File: src/rtl/sram_bus_if_ot.sv
// sram_bus_if_ot: addr_ok/data_ok bus bridge with in-order outstanding transactions, posted writes and flush discard
module sram_bus_if_ot #(
  parameter int ADDR_W    = 32,
  parameter int DATA_W    = 32,
  parameter int MAX_OT    = 4,
  parameter int POSTED_WR = 1
) (
  input  logic                clk,
  input  logic                rst,
  input  logic                stall_i,
  input  logic                flush_i,
  input  logic                cpu_ce_i,
  input  logic                cpu_we_i,
  input  logic [ADDR_W-1:0]   cpu_addr_i,
  input  logic [DATA_W-1:0]   cpu_data_i,
  input  logic [DATA_W/8-1:0] cpu_sel_i,
  output logic [DATA_W-1:0]   cpu_data_o,
  output logic                cpu_rvalid_o,
  output logic                stallreq_o,
  output logic                req_o,
  output logic                wr_o,
  output logic [ADDR_W-1:0]   addr_o,
  output logic [DATA_W-1:0]   din_o,
  output logic [DATA_W/8-1:0] ben_o,
  input  logic                addr_ok_i,
  input  logic                data_ok_i,
  input  logic [DATA_W-1:0]   dout_i
);
  localparam int PW = $clog2(MAX_OT);
  localparam int CW = $clog2(MAX_OT + 1);
  typedef enum logic [1:0] {IDLE, WAIT, HOLD} state_t;
  state_t            state_q, state_d;
  logic [CW-1:0]     cnt_q, cnt_d;
  logic [PW-1:0]     wp_q, wp_d, rp_q, rp_d;
  logic [MAX_OT-1:0] disc_q, disc_d, rd_q, rd_d, ww_q, ww_d;
  logic [DATA_W-1:0] data_q, data_d;
  logic              rvalid_q, rvalid_d;
  logic              posted, push, pop, own, done, rd_done;
  assign wr_o         = cpu_we_i;
  assign addr_o       = cpu_addr_i;
  assign din_o        = cpu_data_i;
  assign ben_o        = cpu_sel_i;
  assign cpu_data_o   = data_q;
  assign cpu_rvalid_o = rvalid_q;
  always_comb begin
    posted     = cpu_we_i & (POSTED_WR != 0);
    req_o      = cpu_ce_i & (state_q == IDLE) & (cnt_q < CW'(MAX_OT)) & ~flush_i;
    push       = req_o & addr_ok_i;
    pop        = data_ok_i & (cnt_q != '0);
    // while waiting, the only live wait-type entry in the FIFO is our own access
    own        = pop & ~disc_q[rp_q] & (rd_q[rp_q] | ww_q[rp_q]);
    done       = ~flush_i & ((push & posted) | ((state_q == WAIT) & own));
    rd_done    = done & (state_q == WAIT) & rd_q[rp_q];
    stallreq_o = cpu_ce_i & ~done & (state_q != HOLD);
    cnt_d      = cnt_q + CW'(push) - CW'(pop);
    wp_d       = push ? wp_q + PW'(1) : wp_q;
    rp_d       = pop ? rp_q + PW'(1) : rp_q;
    disc_d     = disc_q;
    rd_d       = rd_q;
    ww_d       = ww_q;
    if (push) begin
      disc_d[wp_q] = flush_i;
      rd_d[wp_q]   = ~cpu_we_i;
      ww_d[wp_q]   = cpu_we_i & ~posted;
    end
    if (flush_i) disc_d = '1;
    data_d     = rd_done ? dout_i : data_q;
    rvalid_d   = rd_done;
    state_d    = flush_i                           ? IDLE :
                 done                              ? (stall_i ? HOLD : IDLE) :
                 (state_q == IDLE && push)         ? WAIT :
                 (state_q == HOLD && !stall_i)     ? IDLE : state_q;
  end
  always_ff @(posedge clk) begin
    if (rst) begin
      state_q  <= IDLE;
      cnt_q    <= '0;
      wp_q     <= '0;
      rp_q     <= '0;
      disc_q   <= '0;
      rd_q     <= '0;
      ww_q     <= '0;
      data_q   <= '0;
      rvalid_q <= 1'b0;
    end else begin
      state_q  <= state_d;
      cnt_q    <= cnt_d;
      wp_q     <= wp_d;
      rp_q     <= rp_d;
      disc_q   <= disc_d;
      rd_q     <= rd_d;
      ww_q     <= ww_d;
      data_q   <= data_d;
      rvalid_q <= rvalid_d;
    end
  end
  a_no_spurious_data_ok: assert property (@(posedge clk) disable iff (rst) data_ok_i |-> cnt_q != '0);
endmodule

File: config.mk
export PLATFORM = sky130hd
export DESIGN_NAME = sram_bus_if_ot
export DESIGN_NICKNAME = d
export VERILOG_FILES = /design/src/rtl/sram_bus_if_ot.sv
export SDC_FILE = /design/constraint.sdc
export NUM_CORES = 1
export LEC_CHECK = 0
export BUFFER_PORTS_ARGS = -buffer_cell sky130_fd_sc_hd__clkbuf_2
export CORE_MARGIN = 3
export CORE_UTILIZATION = 42
export CTS_CLUSTER_SIZE = 12
export DETAILED_ROUTE_END_ITERATION = 6
export PLACE_DENSITY = 0.86
export SLEW_MARGIN = 40
export SYNTH_ARGS = -nofsm -noshare
export SYNTH_HDL_FRONTEND = slang
export SYNTH_SLANG_ARGS = --single-unit
File: constraint.sdc
create_clock -name clk -period 5 [get_ports clk]
set_input_delay 1 -clock clk [delete_from_list [all_inputs] [get_ports clk]]
set_output_delay 1 -clock clk [all_outputs]
set_load 0.01 [all_outputs]
==> flow_summary.yaml, run 1 <==
synthesis:
  synth-seq-area-share: 0.4176
  synth_edf_count: 0
  synth.top_cell.area_share: 0.4176
  synth_top_area_cell: "dfxtp_1"
  ys_ff_latch: 54
  ys.flop_type: "dfxtp_1"
  synth_async_sr_flop_share: 0
  synthCells: 241
  postSynthAreaPerCell_um2: 10.74
  ys_top_cells_by_area: "dfxtp_1, buf_4, a22o_1"
  synth_nets: 356
  netlist_area_um2: 2589
  synth_warnings: 0
  ys_types: 35
final_layout:
  n_fill_cell: 539
  instances_no_fill: 316
  drive_gt1_frac: 0.3689
  diodes: 0
  final_area_um2: 2529
  syn_to_final_growth_pct: -2.320
  num-nets-final: 359
route:
  routed_via_density: 5.196
  drtIter0Drc: 67
  firstDrtPassIters: 4
  wl_mm: 4.792
  antenna_left: 0
  vias: 1642
  post-route-drc-count: 0
  routedWlPerCell_um: 15.16
clock_tree:
  cts_tree: "done"
  insertion_delay_ns: 0.30
  path_clk_slew_ns: 0.08
  clkSinkCount: 54
  ctsHoldBuffers: 0
  numCtsBuffers: 5
  clock_path_buffers: 2
  cts_resized: 0
  clk_root_buffer_cell: "clkbuf_8"
  post_cts_buffers: 0
  htreeDepth: 2
run_status:
  status: "complete, no violations"
worst_setup_path:
  start_kind: "input pin"
  crit_path_frequent_cell: "clkbuf_2"
  critPathCaptureType: "output pin"
  worstPathArrival_ns: 2.41
  max_stage_delay_ns: 0.47
  required_ns: 4.00
  timing.critical_path.max_delay_family: "simple AND/OR/NAND/NOR gates"
  criticalPathCategory: "input pin to output pin"
  critPathMaxFanout: 8
  slowest_stage: "nor4b_2"
  critPathBufInv: 2
  path_cells: "clkbuf_2 > nor4b_2 > and4_1 > a31oi_1 > o221a_2 > clkbuf_2"
timing:
  hold_viol_final: 0
  rsz0062_at_grt: "no"
  holdWs_ns: 0.4806
  maxSlewViolCount: 0
  fmax_mhz: 293.4
  fin_crit_sh: 0.6816
  fin_crit_ns: 3.408
  tns_ns: 0
  setup_viol: 0
  slew-limit-headroom: 0.6054
  tightestPinTransition_ns: 0.5900
  worst_clock_skew_ns: 0.01071
floorplan:
  rows: 27
  core_um2: 5743
  die_h_um: 84.51
  dieArea_um2: 7142
  ios: 212
  die_w_um: 84.51
  start_util: 0.4508
placement:
  gp_congestion: 0.8144
  portBuffers: 75
  dp.cells: 309
  place_area_um2: 2449
  place_hpwl_mm: 3.732
power:
  p_total_uw: 837.9
  ir_worst_vdd_mv: 0.1137
  p_leak_uw: 0.001177
  cellPowerDensity_nw_per_um2: 331.4
global_routing:
  grt_max_degree: 34
  grt_usage: 0.1323
  grt_pass1_vias: 1589
  grt_pass1_wl_mm: 7.810
  grt-ovfl-total: 0
  grt_antenna_before_repair: 0
min_path:
  hold_class: "flip-flop to flip-flop"
job:
  max_cap_viol_count: 0
==> placed cells by master, fill, tap and decap left out, drive strengths merged, types with 3 or more instances in the layout <==
cell type / count
clkbuf: 81
dfxtp: 54
a22o: 32
inv: 10
nor2: 10
a21oi: 9
ha: 6
nand4: 4
xnor2: 4
a311oi: 4
and3b: 4
mux4: 3
nor2b: 3
==> synthesized netlist by cell type, types with 2 or more instances <==
master / n
buf_4: 70
dfxtp_1: 54
a22o_1: 32
inv_1: 10
nor2_1: 10
a21oi_1: 9
buf_6: 7
ha_1: 6
a311oi_1: 4
and3b_1: 4
nand4_1: 4
xnor2_1: 4
mux4_2: 3
clkbuf_1: 2
nor2b_1: 2
==> cells by family (layout without fill, tap and decap cells) <==
group	after synthesis	in the layout	synth area share
muxes	4	4	0.02996
buffers and inverters	90	93	0.2528
AOI/OAI and AO/OA	53	53	0.1774
xor gates and xnor gates	5	5	0.01692
and+or+nand+nor	28	28	0.06863
adders and majority gates	7	7	0.03673
DFF	54	54	0.4176
==> worst paths after layout <==
check,startpoint,to,slack [ns],cells after the start
max reg2reg,state_q[1]$_SDFFE_PP0P_,cnt_q[2]$_SDFF_PP0_,2.15,10
min reg2reg,cpu_data_o[17]$_SDFFE_PP0P_,cpu_data_o[17]$_SDFFE_PP0P_,0.48,1
max,flush_i,stallreq_o,1.59,6
min,cpu_data_o[17]$_SDFFE_PP0P_,cpu_data_o[17]$_SDFFE_PP0P_,0.48,1
==> through the flow <==
stage	util	setup WS, ns
2_1_floorplan	-	1.712
3_3_place_gp	0.4244	1.482
3_5_place_dp	0.4264	1.363
4_1_cts	0.4403	1.588
5_1_grt	0.4403	1.467
6_report	0.4403	1.592
==> layout make-up <==
type	instances	area, um^2	share of cell area
clock buffers	6	72.57	0.02870
well taps	72	90.09	0.03563
flip-flops and latches	54	1081	0.4275
repair buffers	76	386.6	0.1529
multi-input cells	97	853.3	0.3375
clock inverters	1	7.507	0.002969
inverters	10	37.54	0.01484
==> where the power goes <==
part           internal [uW]  switching (uW)
Clock                   96.2             128
Sequential               449            20.9
Combinational           73.9            69.6
Total                    619             218
==> flip-flops by register name (all words and copies together), names as in the netlist <==
| signal | flops |
|---|---|
| rp_q | 2 |
| cpu_data_o | 32 |
| cnt_q | 3 |
| ww_q | 4 |
| wp_q | 2 |
| state_q | 2 |
| cpu_rvalid_o | 1 |
| disc_q | 4 |
| rd_q | 4 |
==> metal layers <==
layer | part of all wire | track usage | vias up | wire, um
met3 | 0.11 | 0.05692 | 31 | 544
met4 | 0.045 | 0.08345 | 0 | 216
li1 | - | - | 779 | -
met2 | 0.44 | 0.2000 | 86 | 2107
met1 | 0.40 | 0.1532 | 746 | 1924
met5 | 0 | 0 | - | 0
Power figures use the tool's default switching activity.
==> inputs of run 2 (changes only) <==
- CORE_UTILIZATION: 42 -> 35
- PLACE_DENSITY: 0.86 -> 0.76
- clock period: 5 -> 2.8 ns (I/O delays scaled with it)
==> run 2 against run 1 <==
- clock skew shrank 0.0014 ns
- clock power grew 86%
- first-iteration DRC count shrank 7.5%
- power grew 82%
- global-route usage shrank 2.2 points
- setup slack lost 1.4 ns
- clock-buffer cell count is the same
- utilization shrank 6.8 points
- combinational power grew 84%
- cell count grew 8.5%
==> flow_summary.yaml, run 2 (synthesized netlist as in run 1, its figures left out) <==
job:
  max_cap_viol_count: 0
global_routing:
  grt_usage: 0.1107
  grt_antenna_before_repair: 0
  grt_max_degree: 34
  grt_pass1_wl_mm: 7.721
  grt-ovfl-total: 0
  grt_pass1_vias: 1634
worst_setup_path:
  required_ns: 2.24
  crit_path_start: "rp_q[0]$_SDFFE_PP0N_"
  reg2reg_slack_ns: 0.54
  criticalPathCategory: "flip-flop to output pin"
  timing.critical_path.max_delay_family: "multiplexers"
  critPathBufInv: 1
  max_stage_delay_ns: 0.58
  start_kind: "flip-flop"
  slowest_stage: "mux4_2"
  worstPathArrival_ns: 2.10
  critPathMaxFanout: 5
  crit-reg2reg-launch: "state_q[0]$_SDFFE_PP0P_"
  critPathCaptureType: "output pin"
  path_cells: "mux4_2 > or2_1 > a31oi_2 > o221a_2 > clkbuf_2"
route:
  vias: 1650
  antenna_left: 0
  wl_mm: 4.736
  routedWlPerCell_um: 13.81
  firstDrtPassIters: 4
  post-route-drc-count: 0
  drtIter0Drc: 62
  routed_via_density: 4.810
final_layout:
  layout_commonest_cell: "clkbuf_2"
  num-nets-final: 361
  layout_common_cells: "clkbuf_2, dfxtp_1, a22o_1"
  syn_to_final_growth_pct: 0.2900
  diodes: 0
  drive_gt1_frac: 0.3846
  largest_reg_flops: 32
timing:
  fmax_mhz: 376.3
  hold_viol_final: 0
  tightestPinTransition_ns: 0.4529
  setup_ws_ns: 0.1429
  fin_crit_sh: 0.9490
  setup_viol: 0
  slew-limit-headroom: 0.6981
  maxSlewViolCount: 0
  worst_clock_skew_ns: 0.009295
  tns_ns: 0
  fin_crit_ns: 2.657
  rsz0062_at_grt: "no"
power:
  cellPowerDensity_nw_per_um2: 586.8
  p_leak_uw: 0.001201
  ir_worst_vdd_mv: 0.2897
clock_tree:
  clk_root_buffer_cell: "clkbuf_8"
  numCtsBuffers: 5
  cts_tree: "done"
  clkSinkCount: 54
  htreeDepth: 2
  insertion_delay_ns: 0.30
  post_cts_buffers: 0
  clock_path_buffers: 2
  ctsHoldBuffers: 0
  path_clk_slew_ns: 0.10
floorplan:
  ios: 212
  start_util: 0.3708
  die_w_um: 92
  core_um2: 6982
  die_h_um: 92
  dieArea_um2: 8464
  rows: 30
min_path:
  min_from: "dout_i[12]"
  hold_class: "input pin to flip-flop"
placement:
  place_ws_ns: 0.1975
  place_hpwl_mm: 3.555
  portBuffers: 75
  gp_congestion: 0.8237
run_status:
  status: "complete, no violations"
-- run 2: area by class of cell --
class	count	area, um^2
multi-input cells	97	868.3
clock buffers	6	72.57
fillers	697	4385
clock inverters	2	13.76
repair buffers	78	401.6
flip-flops and latches	54	1082
well taps	96	120.1
inverters	10	37.54
-- run 2: per-layer routing --
layer  routed length, um  up-vias  GRT usage
li1                    -      787          -
met1                2032      766     0.1294
met2                2059       69     0.1734
met3                 487       28    0.04266
met4                 157        0    0.06188
met5                   0        -          0
-- run 2: worst paths after layout --
check | end | cells after the start
min | cpu_data_o[12]$_SDFFE_PP0P_ | 2
max reg2reg | cnt_q[2]$_SDFF_PP0_ | 10
min reg2reg | cpu_data_o[0]$_SDFFE_PP0P_ | 1
max | stallreq_o | 5
-- run 2: what timing repair did --
item / 4_1_cts / 5_1_grt
gates resized for setup: 1 / 1
hold endpoints to repair: 0 / 0
setup endpoints to repair: 1 / 1
-- run 2: power by group --
group / leakage (uW) / internal (uW) / total, uW / switching [uW]
combinational: 0.000718 / 135 / 265 / 129
clock: 0.0000452 / 177 / 417 / 240
sequential: 0.000438 / 804 / 842 / 37.9
total: 0.00120 / 1120 / 1520 / 407
-- run 2: per-stage QoR --
step                  util  hold WS, ns  cell area [um^2]  std cells  total power [uW]
global placement    0.3568       0.4609              2491        334              1104
global route        0.3719       0.4672              2596        343              1619
CTS                 0.3710       0.4620              2590        343              1548
floorplan                -       0.4513              2597        241              1161
detailed placement  0.3584       0.4637              2502        335              1120
finish              0.3719       0.4661              2596        343              1523
